### config.mk
export PLATFORM = sky130hd
export DESIGN_NAME = zx_tape_sequencer
export DESIGN_NICKNAME = d
export VERILOG_FILES = /design/src/rtl/zx_tape_pkg.sv /design/src/rtl/zx_tape_patch_rom.sv /design/src/rtl/zx_tape_sequencer.sv
export SDC_FILE = /design/constraint.sdc
export NUM_CORES = 1
export LEC_CHECK = 0
export ABC_AREA = 0
export CAP_MARGIN = 5
export CORE_UTILIZATION = 50
export CTS_BUF_LIST = sky130_fd_sc_hd__clkbuf_4
export CTS_CLUSTER_DIAMETER = 80
export DETAILED_ROUTE_END_ITERATION = 10
export PLACE_DENSITY = 0.8
export SYNTH_ARGS = -nofsm -noshare
export SYNTH_HDL_FRONTEND = slang
export SYNTH_SLANG_ARGS = --single-unit
### constraint.sdc
create_clock -name clk_sys -period 7.1 [get_ports clk_sys]
set_clock_uncertainty 0.2 [all_clocks]
set_input_delay 2.13 -clock clk_sys [delete_from_list [all_inputs] [get_ports clk_sys]]
set_output_delay 2.13 -clock clk_sys [all_outputs]
set_load 0.05 [all_outputs]
### src/rtl/zx_tape_pkg.sv
// Shared types and constants for the ZX80/ZX81 tape quick-load sequencer.
// Contents: FSM state enum, ROM trap addresses, RAM load bases and patch
// loop opcodes.
package zx_tape_pkg;

  typedef enum logic [1:0] {
    IDLE  = 2'd0,
    ARMED = 2'd1,
    FILL  = 2'd2,
    DONE  = 2'd3
  } tape_state_e;

  // ROM LOAD entry point and last address of the ROM load routine
  localparam logic [15:0] ENTRY_ZX81 = 16'h0347;
  localparam logic [15:0] ENTRY_ZX80 = 16'h0207;
  localparam logic [15:0] EXIT_ZX81  = 16'h03C2;
  localparam logic [15:0] EXIT_ZX80  = 16'h024C;

  // .o images load at the start of RAM, .p images skip the system vars
  localparam logic [15:0] BASE_O = 16'h4000;
  localparam logic [15:0] BASE_P = 16'h4009;

  // Patch loop: XOR A / (NOP|SCF) / JR NC,-3 / JP 02xx
  localparam logic [7:0] OP_XOR_A   = 8'hAF;
  localparam logic [7:0] OP_NOP     = 8'h00;
  localparam logic [7:0] OP_SCF     = 8'h37;
  localparam logic [7:0] OP_JR_NC   = 8'h30;
  localparam logic [7:0] OP_JR_DISP = 8'hFD;
  localparam logic [7:0] OP_JP      = 8'hC3;
  localparam logic [7:0] JP_LO_ZX81 = 8'h07;
  localparam logic [7:0] JP_LO_ZX80 = 8'h03;
  localparam logic [7:0] JP_HI      = 8'h02;
  localparam logic [7:0] OP_FILL    = 8'hFF;

  function automatic logic [15:0] entry_addr(input logic zx81);
    return zx81 ? ENTRY_ZX81 : ENTRY_ZX80;
  endfunction

  function automatic logic [15:0] exit_addr(input logic zx81);
    return zx81 ? EXIT_ZX81 : EXIT_ZX80;
  endfunction

endpackage

### src/rtl/zx_tape_patch_rom.sv
// Combinational patch loop ROM fed to the CPU while the trap window is live.
// Ports: off (addr - ENTRY), done (copy finished -> loop exits via SCF),
//        zx81 (ROM map select), patch_c (opcode byte for this offset).
module zx_tape_patch_rom
  import zx_tape_pkg::*;
(
  input  logic [15:0] off,
  input  logic        done,
  input  logic        zx81,
  output logic [7:0]  patch_c
);

  always_comb begin
    patch_c = OP_FILL;
    case (off)
      16'd0:   patch_c = OP_XOR_A;
      16'd1:   patch_c = done ? OP_SCF : OP_NOP;
      16'd2:   patch_c = OP_JR_NC;
      16'd3:   patch_c = OP_JR_DISP;
      16'd4:   patch_c = OP_JP;
      16'd5:   patch_c = zx81 ? JP_LO_ZX81 : JP_LO_ZX80;
      16'd6:   patch_c = JP_HI;
      default: patch_c = OP_FILL;
    endcase
  end

endmodule

### src/rtl/zx_tape_sequencer.sv
// Quick-load controller: traps the CPU at ROM LOAD, runs a patch loop and
// copies the downloaded tape image from the tape buffer into main RAM.
// Ports: clk_sys/reset (sync, active-high); zx81, ce_cpu_p, nM1, addr from
//        the CPU; dl_* from the HPS download port; buf_addr/buf_q to the tape
//        buffer (1 clk read latency); active/patch_data to the memory mux;
//        ram_we/ram_addr/ram_data to the RAM write mux; ready, led status.
// buf_addr and patch_data are combinational: the buffer prefetch must land
// in the same clk the counter advances, and the patch byte follows addr.
// Optional feature macro: TAPE_PROGRESS_EN (led blinks with copy progress).
module zx_tape_sequencer
  import zx_tape_pkg::*;
#(
  parameter int unsigned BUF_AW    = 14,
  parameter int unsigned LED_SHIFT = 10
) (
  input  logic              clk_sys,
  input  logic              reset,
  input  logic              zx81,
  input  logic              ce_cpu_p,
  input  logic              nM1,
  input  logic [15:0]       addr,
  input  logic              dl_active,
  input  logic              dl_wr,
  input  logic [7:0]        dl_index,
  input  logic [24:0]       dl_addr,
  output logic [BUF_AW-1:0] buf_addr,
  input  logic [7:0]        buf_q,
  output logic              active,
  output logic [7:0]        patch_data,
  output logic              ram_we,
  output logic [15:0]       ram_addr,
  output logic [7:0]        ram_data,
  output logic              ready,
  output logic              led
);

  localparam int unsigned LEN_W = BUF_AW + 1;

  tape_state_e      state_q, state_d;
  logic [LEN_W-1:0] cnt_q, cnt_d, len_q, len_d;
  logic [15:0]      base_q, base_d;
  logic             tape_p_q, tape_p_d;
  logic             ready_q, ready_d;
  logic             active_q, active_d;
  logic             ram_we_q, ram_we_d;
  logic [15:0]      ram_addr_q, ram_addr_d;
  logic [7:0]       ram_data_q, ram_data_d;
  logic             led_q, led_d;
  logic             nm1_q, dl_active_q;

  logic        m1_start, dl_rise, dl_fall, dl_tape;
  logic [15:0] entry, exit_end;

  assign m1_start = nm1_q & ~nM1;
  assign dl_rise  = dl_active & ~dl_active_q;
  assign dl_fall  = ~dl_active & dl_active_q;
  assign dl_tape  = (dl_index != 8'd0);
  assign entry    = entry_addr(zx81);
  assign exit_end = exit_addr(zx81);

  // Next-state, copy engine and download tracking
  always_comb begin
    state_d    = state_q;
    cnt_d      = cnt_q;
    len_d      = len_q;
    base_d     = base_q;
    tape_p_d   = tape_p_q;
    ready_d    = ready_q;
    ram_we_d   = 1'b0;
    ram_addr_d = ram_addr_q;
    ram_data_d = ram_data_q;

    if (dl_wr && dl_tape) len_d = LEN_W'(dl_addr[BUF_AW-1:0]) + LEN_W'(1);
    if (dl_fall && dl_tape) begin
      ready_d  = 1'b1;
      tape_p_d = (dl_index[7:6] != 2'b00);
    end

    unique case (state_q)
      IDLE:  if (ready_q) state_d = ARMED;
      ARMED: begin
        if (m1_start && addr == entry) begin
          cnt_d   = '0;
          base_d  = tape_p_q ? BASE_P : BASE_O;
          state_d = FILL;
        end
      end
      FILL, DONE: begin
        if (m1_start && (addr < entry || addr > exit_end)) begin
          state_d = ARMED;
        end else if (m1_start && addr == entry) begin
          cnt_d   = '0;
          state_d = FILL;
        end else if (state_q == FILL) begin
          if (cnt_q < len_q) begin
            if (ce_cpu_p) begin
              ram_we_d   = 1'b1;
              ram_addr_d = base_q + 16'(cnt_q);
              ram_data_d = buf_q;
              cnt_d      = cnt_q + LEN_W'(1);
            end
          end else begin
            state_d = DONE;
          end
        end
      end
      default: state_d = IDLE;
    endcase

    // A new download discards whatever was loaded or in flight
    if (dl_rise) begin
      state_d  = IDLE;
      ready_d  = 1'b0;
      ram_we_d = 1'b0;
      cnt_d    = cnt_q;
    end

    active_d = (state_d == FILL) || (state_d == DONE);
`ifdef TAPE_PROGRESS_EN
    led_d = ready_d ^ ((state_d == FILL) && cnt_d[LED_SHIFT]);
`else
    led_d = dl_active | ready_d;
`endif
  end

  always_ff @(posedge clk_sys) begin
    if (reset) begin
      state_q     <= IDLE;
      cnt_q       <= '0;
      len_q       <= '0;
      base_q      <= BASE_O;
      tape_p_q    <= 1'b0;
      ready_q     <= 1'b0;
      active_q    <= 1'b0;
      ram_we_q    <= 1'b0;
      ram_addr_q  <= '0;
      ram_data_q  <= '0;
      led_q       <= 1'b0;
      nm1_q       <= 1'b1;
      dl_active_q <= 1'b0;
    end else begin
      state_q     <= state_d;
      cnt_q       <= cnt_d;
      len_q       <= len_d;
      base_q      <= base_d;
      tape_p_q    <= tape_p_d;
      ready_q     <= ready_d;
      active_q    <= active_d;
      ram_we_q    <= ram_we_d;
      ram_addr_q  <= ram_addr_d;
      ram_data_q  <= ram_data_d;
      led_q       <= led_d;
      nm1_q       <= nM1;
      dl_active_q <= dl_active;
    end
  end

  // Prefetch: address the byte the counter will point at after this clk
  assign buf_addr = reset ? '0 : BUF_AW'(cnt_d);

  zx_tape_patch_rom u_patch_rom (
    .off     (addr - entry),
    .done    (state_q == DONE),
    .zx81    (zx81),
    .patch_c (patch_data)
  );

  assign active   = active_q;
  assign ram_we   = ram_we_q;
  assign ram_addr = ram_addr_q;
  assign ram_data = ram_data_q;
  assign ready    = ready_q;
  assign led      = led_q;

  // Download address bits above the buffer size are don't-care
  logic unused_ok;
  assign unused_ok = ^{dl_addr[24:BUF_AW], 1'(LED_SHIFT)};

endmodule

* After elaboration in Yosys (flattened, before gate mapping)
Index checks and enable logic that the tools add are counted.
Widths: inputs -> output; s select.
** Storage, ports and cells
- Flip-flop bits (word level) :: 79
- Logic and storage cells :: 93
** Cells by class
- Add/sub/neg operators :: 4
- Magnitude comparators :: 3
- Equal/unequal tests :: 17
- Mux-type cells :: 26
- Bitwise operators :: 13
- Reductions and logical operators :: 16
** Operators with widths (number)
- $mux 15 :: 6
- $pmux 8 s7 :: 1
- $eq 16x3->1 const B :: 3
- $eq 16x2->1 const B :: 2
- $pmux 15 s2 :: 1
- $mux 14 :: 2
- $mux 9 :: 2
- $add 16x15->16 :: 1
- $eq 16x1->1 const B :: 1
- $eq 16x10->1 :: 1
- $gt 16x10->1 :: 1
- $logic_not 16->1 :: 1
- $lt 16x10->1 :: 1
- $sub 16x10->16 :: 1
- $add 14x1->15 const B :: 1
- $add 15x1->15 const B :: 1
- $lt 15x15->1 :: 1
- $mux 2 :: 7
- $ne 3x3->1 const B :: 3
- $not 1->1 :: 9
- $eq 2x2->1 const B :: 4
- $reduce_bool 8->1 :: 1
- $reduce_and 7->1 :: 1
- $reduce_or 7->1 :: 1
- 16 further kinds :: 26

* Depth between registers and ports, before layout
- Depth in word-level cells :: 9
- Mapped depth :: 12

* By module
A second synthesis with hierarchy kept.
** Unflattened totals
- Cells, all modules :: 497
- Area total of the unflattened synthesis :: 4241.6 um2
** By module, submodules not included
- zx_tape_sequencer :: instances 1, cells an instance 472, area an instance 4053.9 um2
- zx_tape_patch_rom :: instances 1, cells an instance 25, area an instance 187.7 um2

* Worst setup path after synthesis
Ideal clock, no wire load.
- Path kind :: input-to-output
- Start :: input zx81
- End :: output buf_addr[6]
- Data arrival time :: 5026 ps
- Data required time :: 4770 ps
- Setup slack :: -256 ps
- Stages :: 10
- Path buffers :: 1
- Cells stage by stage :: inv_1 > ha_1 > a211o_1 > nor2_1 > nand4_1 > a221oi_2 > and2_0 > buf_2 > nand3_1 > o31ai_1
** On the way
- Longest elaborated chain between the ends :: 8
- Elaborated cells on any way between the ends :: 14
** RTL lines
- start: declaration :: line zx_tape_sequencer.sv:18 : input logic zx81,
- $mux 9 (on tied branches) :: line zx_tape_pkg.sv:36, zx_tape_pkg.sv:40
- $lt 16x10->1 (tied with other cells) :: line zx_tape_sequencer.sv:89 : if (m1_start && (addr < entry || addr > exit_end)) begin
- $logic_or 1x1->1 / $logic_and 1x1->1 (equally long branches) :: line zx_tape_sequencer.sv:89, zx_tape_sequencer.sv:82, zx_tape_sequencer.sv:91
- $logic_and 1x1->1 / $mux 15 (equally long branches) :: line zx_tape_sequencer.sv:89, zx_tape_sequencer.sv:91
- $mux 15 :: line zx_tape_sequencer.sv:89
- $pmux 15 s2 (*) :: line zx_tape_sequencer.sv:79 : unique case (state_q)
- $mux 14 (*) :: line zx_tape_sequencer.sv:111 : if (dl_rise) begin
- $mux 14 (*) :: line zx_tape_sequencer.sv:159 : assign buf_addr = reset ? '0 : BUF_AW'(cnt_d);
- end: declaration :: line zx_tape_sequencer.sv:26 : output logic [BUF_AW-1:0] buf_addr,
Mark *: on every way between the ends. The rest lies on a longest branch, timed or not. The select of a mux whose other input is x is not followed.

* Worst setup path in the final report
- Start :: input addr[0]
- End :: output buf_addr[5]
** On the way
- Longest elaborated chain between the ends :: 7
- Elaborated cells on any way between the ends :: 12
** RTL lines
- start: declaration :: line zx_tape_sequencer.sv:21 : input logic [15:0] addr,
- $lt 16x10->1 (tied with other cells) :: line zx_tape_sequencer.sv:89
- $logic_or 1x1->1 / $logic_and 1x1->1 (equally long branches) :: line zx_tape_sequencer.sv:89, zx_tape_sequencer.sv:82, zx_tape_sequencer.sv:91
- $logic_and 1x1->1 / $mux 15 (equally long branches) :: line zx_tape_sequencer.sv:89, zx_tape_sequencer.sv:91
- $mux 15 :: line zx_tape_sequencer.sv:89
- $pmux 15 s2 (*) :: line zx_tape_sequencer.sv:79
- $mux 14 (*) :: line zx_tape_sequencer.sv:111
- $mux 14 (*) :: line zx_tape_sequencer.sv:159
Marks and branches as above.

==> flow_summary_export.csv <==
group,metric,value,unit
logic_synthesis,synth_area_leaders,"dfxtp_1, ha_1, nor2_1",
detailed_routing,wl,11200,um
clocking,clk_pin_slew,0.11,ns
detailed_routing,antenna_left,0,
global_route,grt_pass1_vias,4001,
timing,maxSlewViolCount,0,
die,die_x,91.7,um
critical_path,cp.arrival,4.66,ns
timing,fmax,143,MHz
finish,diodes,0,
logic_synthesis,avgSynthCellArea,8.11,um^2
finish,final_nets,727,
power_and_ir_drop,ir_worst_vdd,0.0832,mV
logic_synthesis,syn_inst,496,
logic_synthesis,synthFlopType,"dfxtp_1",
place,routabilityCongestion,0.919,
finish,drive_above_1_share,0.208,
logic_synthesis,synth_nets,585,
clocking,hold_buffers,0,
clocking,clk_latency,0.42,ns
finish,final_cells,745,
timing,relSlewSlack,0.431,
power_and_ir_drop,leakagePower,2.37,nW
critical_path,cp_slowest_stage_delay,0.58,ns
timing,setup_viol_count_final,0,
clocking,cts_sinks,64,
critical_path,rr_startpoint,"cnt_q[10]",
run,cap_violations,0,
detailed_routing,drt_first_pass_iters,5,
place,dp_cells,722,
clocking,htree_levels,3,
die,die_area,8410,um^2
global_route,grt_pass1_wl,17900,um
critical_path,cp_max_fo,5,
clocking,cts_buffers,9,
clocking,clockBufferDepth,2,
global_route,grt_max_degree,36,
global_route,grt.overflow.total,0,
clocking,cts_tree,"yes",
logic_synthesis,ys_ff_latch,64,
timing,hold_viol,0,
logic_synthesis,synth_edf_count,0,
critical_path,cp_cell_sequence,"clkdlybuf4s50_1 -> and4_1 -> a2111o_1 -> o221ai_4 -> a221oi_4 -> and2_4 -> buf_4 -> a41oi_2 -> a21oi_2 -> buf_4 -> buf_12",
logic_synthesis,synth_area,4020,um^2
die,dieHeight,91.7,um
die,io-pin-count,114,
logic_synthesis,synth_top_area_frac,0.318,
die,coreArea,7770,um^2
critical_path,critPathLaunchType,"primary input",
detailed_routing,wl_per_cell,15.0,um
die,num_rows,32,
timing,finalCriticalPeriod,6.99,ns
critical_path,setup.worst_path.start,"addr[0]",
finish,final_common_cell,"clkdlybuf4s50_1",
finish,area_growth,48.6,%
critical_path,crit_type,"in -> out",
detailed_routing,drc,0,
detailed_routing,routed-via-count,4278,
global_route,antenna_found_initial,0,
timing,tightestPinTransition,0.853,ns
detailed_routing,vias_per_cell,5.74,
critical_path,cp.required,4.77,ns
logic_synthesis,synth_cell_types,53,
critical_path,crit_top_cell,"buf_4",
place,dp_hpwl,8180,um
run_status,outcome,"finished clean",
place,placement.cell_area,5540,um^2
finish,most-common-layout-cells,"clkdlybuf4s50_1, dfxtp_1, buf_4",
finish,fin_area,5980,um^2
detailed_routing,drt-initial-drc-count,243,
timing,finalSetupTns,0,ns
logic_synthesis,ys_warn_count,0,
logic_synthesis,ys_seq_area_frac,0.318,
power_and_ir_drop,p_per_area,132,nW/um^2
critical_path,worst_setup_path_end_kind,"primary output",
place,io_buffers,102,
critical_path,cp_slowest_cell,"clkdlybuf4s50_1",
min_path,hold_class,"reg -> reg",
timing,min_period_over_period,0.984,
clocking,clock-root-buffer,"clkbuf_4",
logic_synthesis,ys_async_sr_fraction,0,
global_route,track_usage,0.260,
logic_synthesis,synth_largest_area_cell,"dfxtp_1",
timing,grt_setup_unrepaired,"false",
die,start_util,0.518,
min_path,min-delay-start,"tape_p_q",
-- per-layer routing --
layer,GRT usage,part of all wire,vias to the layer above
met5,0,0,-
met4,0.0990,0.025,0
met3,0.0431,0.063,23
met2,0.450,0.49,179
met1,0.323,0.42,1973
li1,-,-,2103
-- layout make-up --
type / instances / area (um^2)
clock inverters: 7 / 100
fillers: 567 / 1790
well taps: 102 / 128
clock buffers: 9 / 67.6
repair buffers: 161 / 1610
multi-input cells: 380 / 2710
inverters: 22 / 82.6
flip-flops and latches: 64 / 1280
-- registers in the layout, summed over array words and instances, names as in the netlist, 2 cells and up --
register,flops
len_q,15
cnt_q,15
ram_addr,16
state_q,2
ram_data,8
-- stage by stage --
stage           util  power, W  hold slack [ns]  setup slack [ns]
6_report       0.770  0.000791            0.288             0.114
5_1_grt        0.770  0.000822            0.329           0.00792
4_1_cts        0.752  0.000789            0.284           0.00153
3_5_place_dp   0.713  0.000490            0.268            -0.377
3_3_place_gp   0.713  0.000485            0.249            -0.408
2_1_floorplan      -  0.000431            0.236            -0.256
-- path summary, 6_finish.rpt --
| kind | to | slack (ns) | cells past startpoint |
|---|---|---|---|
| setup / recovery | buf_addr[5] | 0.11 | 11 |
| hold / removal | tape_p_q | 0.29 | 2 |
| setup reg to reg | ram_addr[0] | 3.70 | 10 |
| hold reg to reg | tape_p_q | 0.29 | 2 |
-- synthesized netlist by cell type (2+ instances only) --
cell type	n
a2111o_1	2
a211o_1	5
a211oi_1	25
a21o_1	3
a21oi_1	25
a31oi_1	9
a41oi_1	5
and2_0	2
and2_1	9
and3_1	10
and4_1	6
and4b_1	2
buf_2	3
buf_6	4
clkbuf_1	22
dfxtp_1	64
ha_1	25
inv_1	22
mux2i_1	14
nand2_1	31
nand2b_1	9
nand3_1	15
nand4_1	9
nor2_1	55
nor2b_1	7
nor3_1	6
nor4_1	6
o211ai_1	5
o21a_1	2
o21ai_0	35
o31ai_1	9
or2_2	2
or3_1	2
xnor2_1	12
xor2_1	16
-- critical path: cells and delay by family --
| family | cells | cell delay, ns |
|---|---|---|
| and+or+nand+nor | 2 | 0.48 |
| buffers and inverters | 4 | 0.96 |
| AOI/OAI and AO/OA | 5 | 1.07 |
-- kinds of logic after synthesis --
family	count (synthesis)	synth area share
simple gates	177	0.225
compound gates	136	0.226
flops	64	0.318
buf+inv	52	0.0569
xor+xnor	28	0.0609
fa+ha+maj	25	0.0777
mux	14	0.0348
-- where the power goes --
group          switching, W  leakage, nW  internal [W]  total, W
sequential       0.00000364        0.520      0.000366  0.000370
combinational     0.0000585         1.76     0.0000623  0.000121
clock              0.000153       0.0913      0.000146  0.000300
-- timing repair --
| action | CTS | global route |
|---|---|---|
| endpoints found under the setup margin | 22 | 21 |
| resized for setup | 35 | 32 |
| setup buffers | 1 | 6 |
| pin swaps | 6 | 15 |
Note: power is estimated with default switching activity, not from simulation.
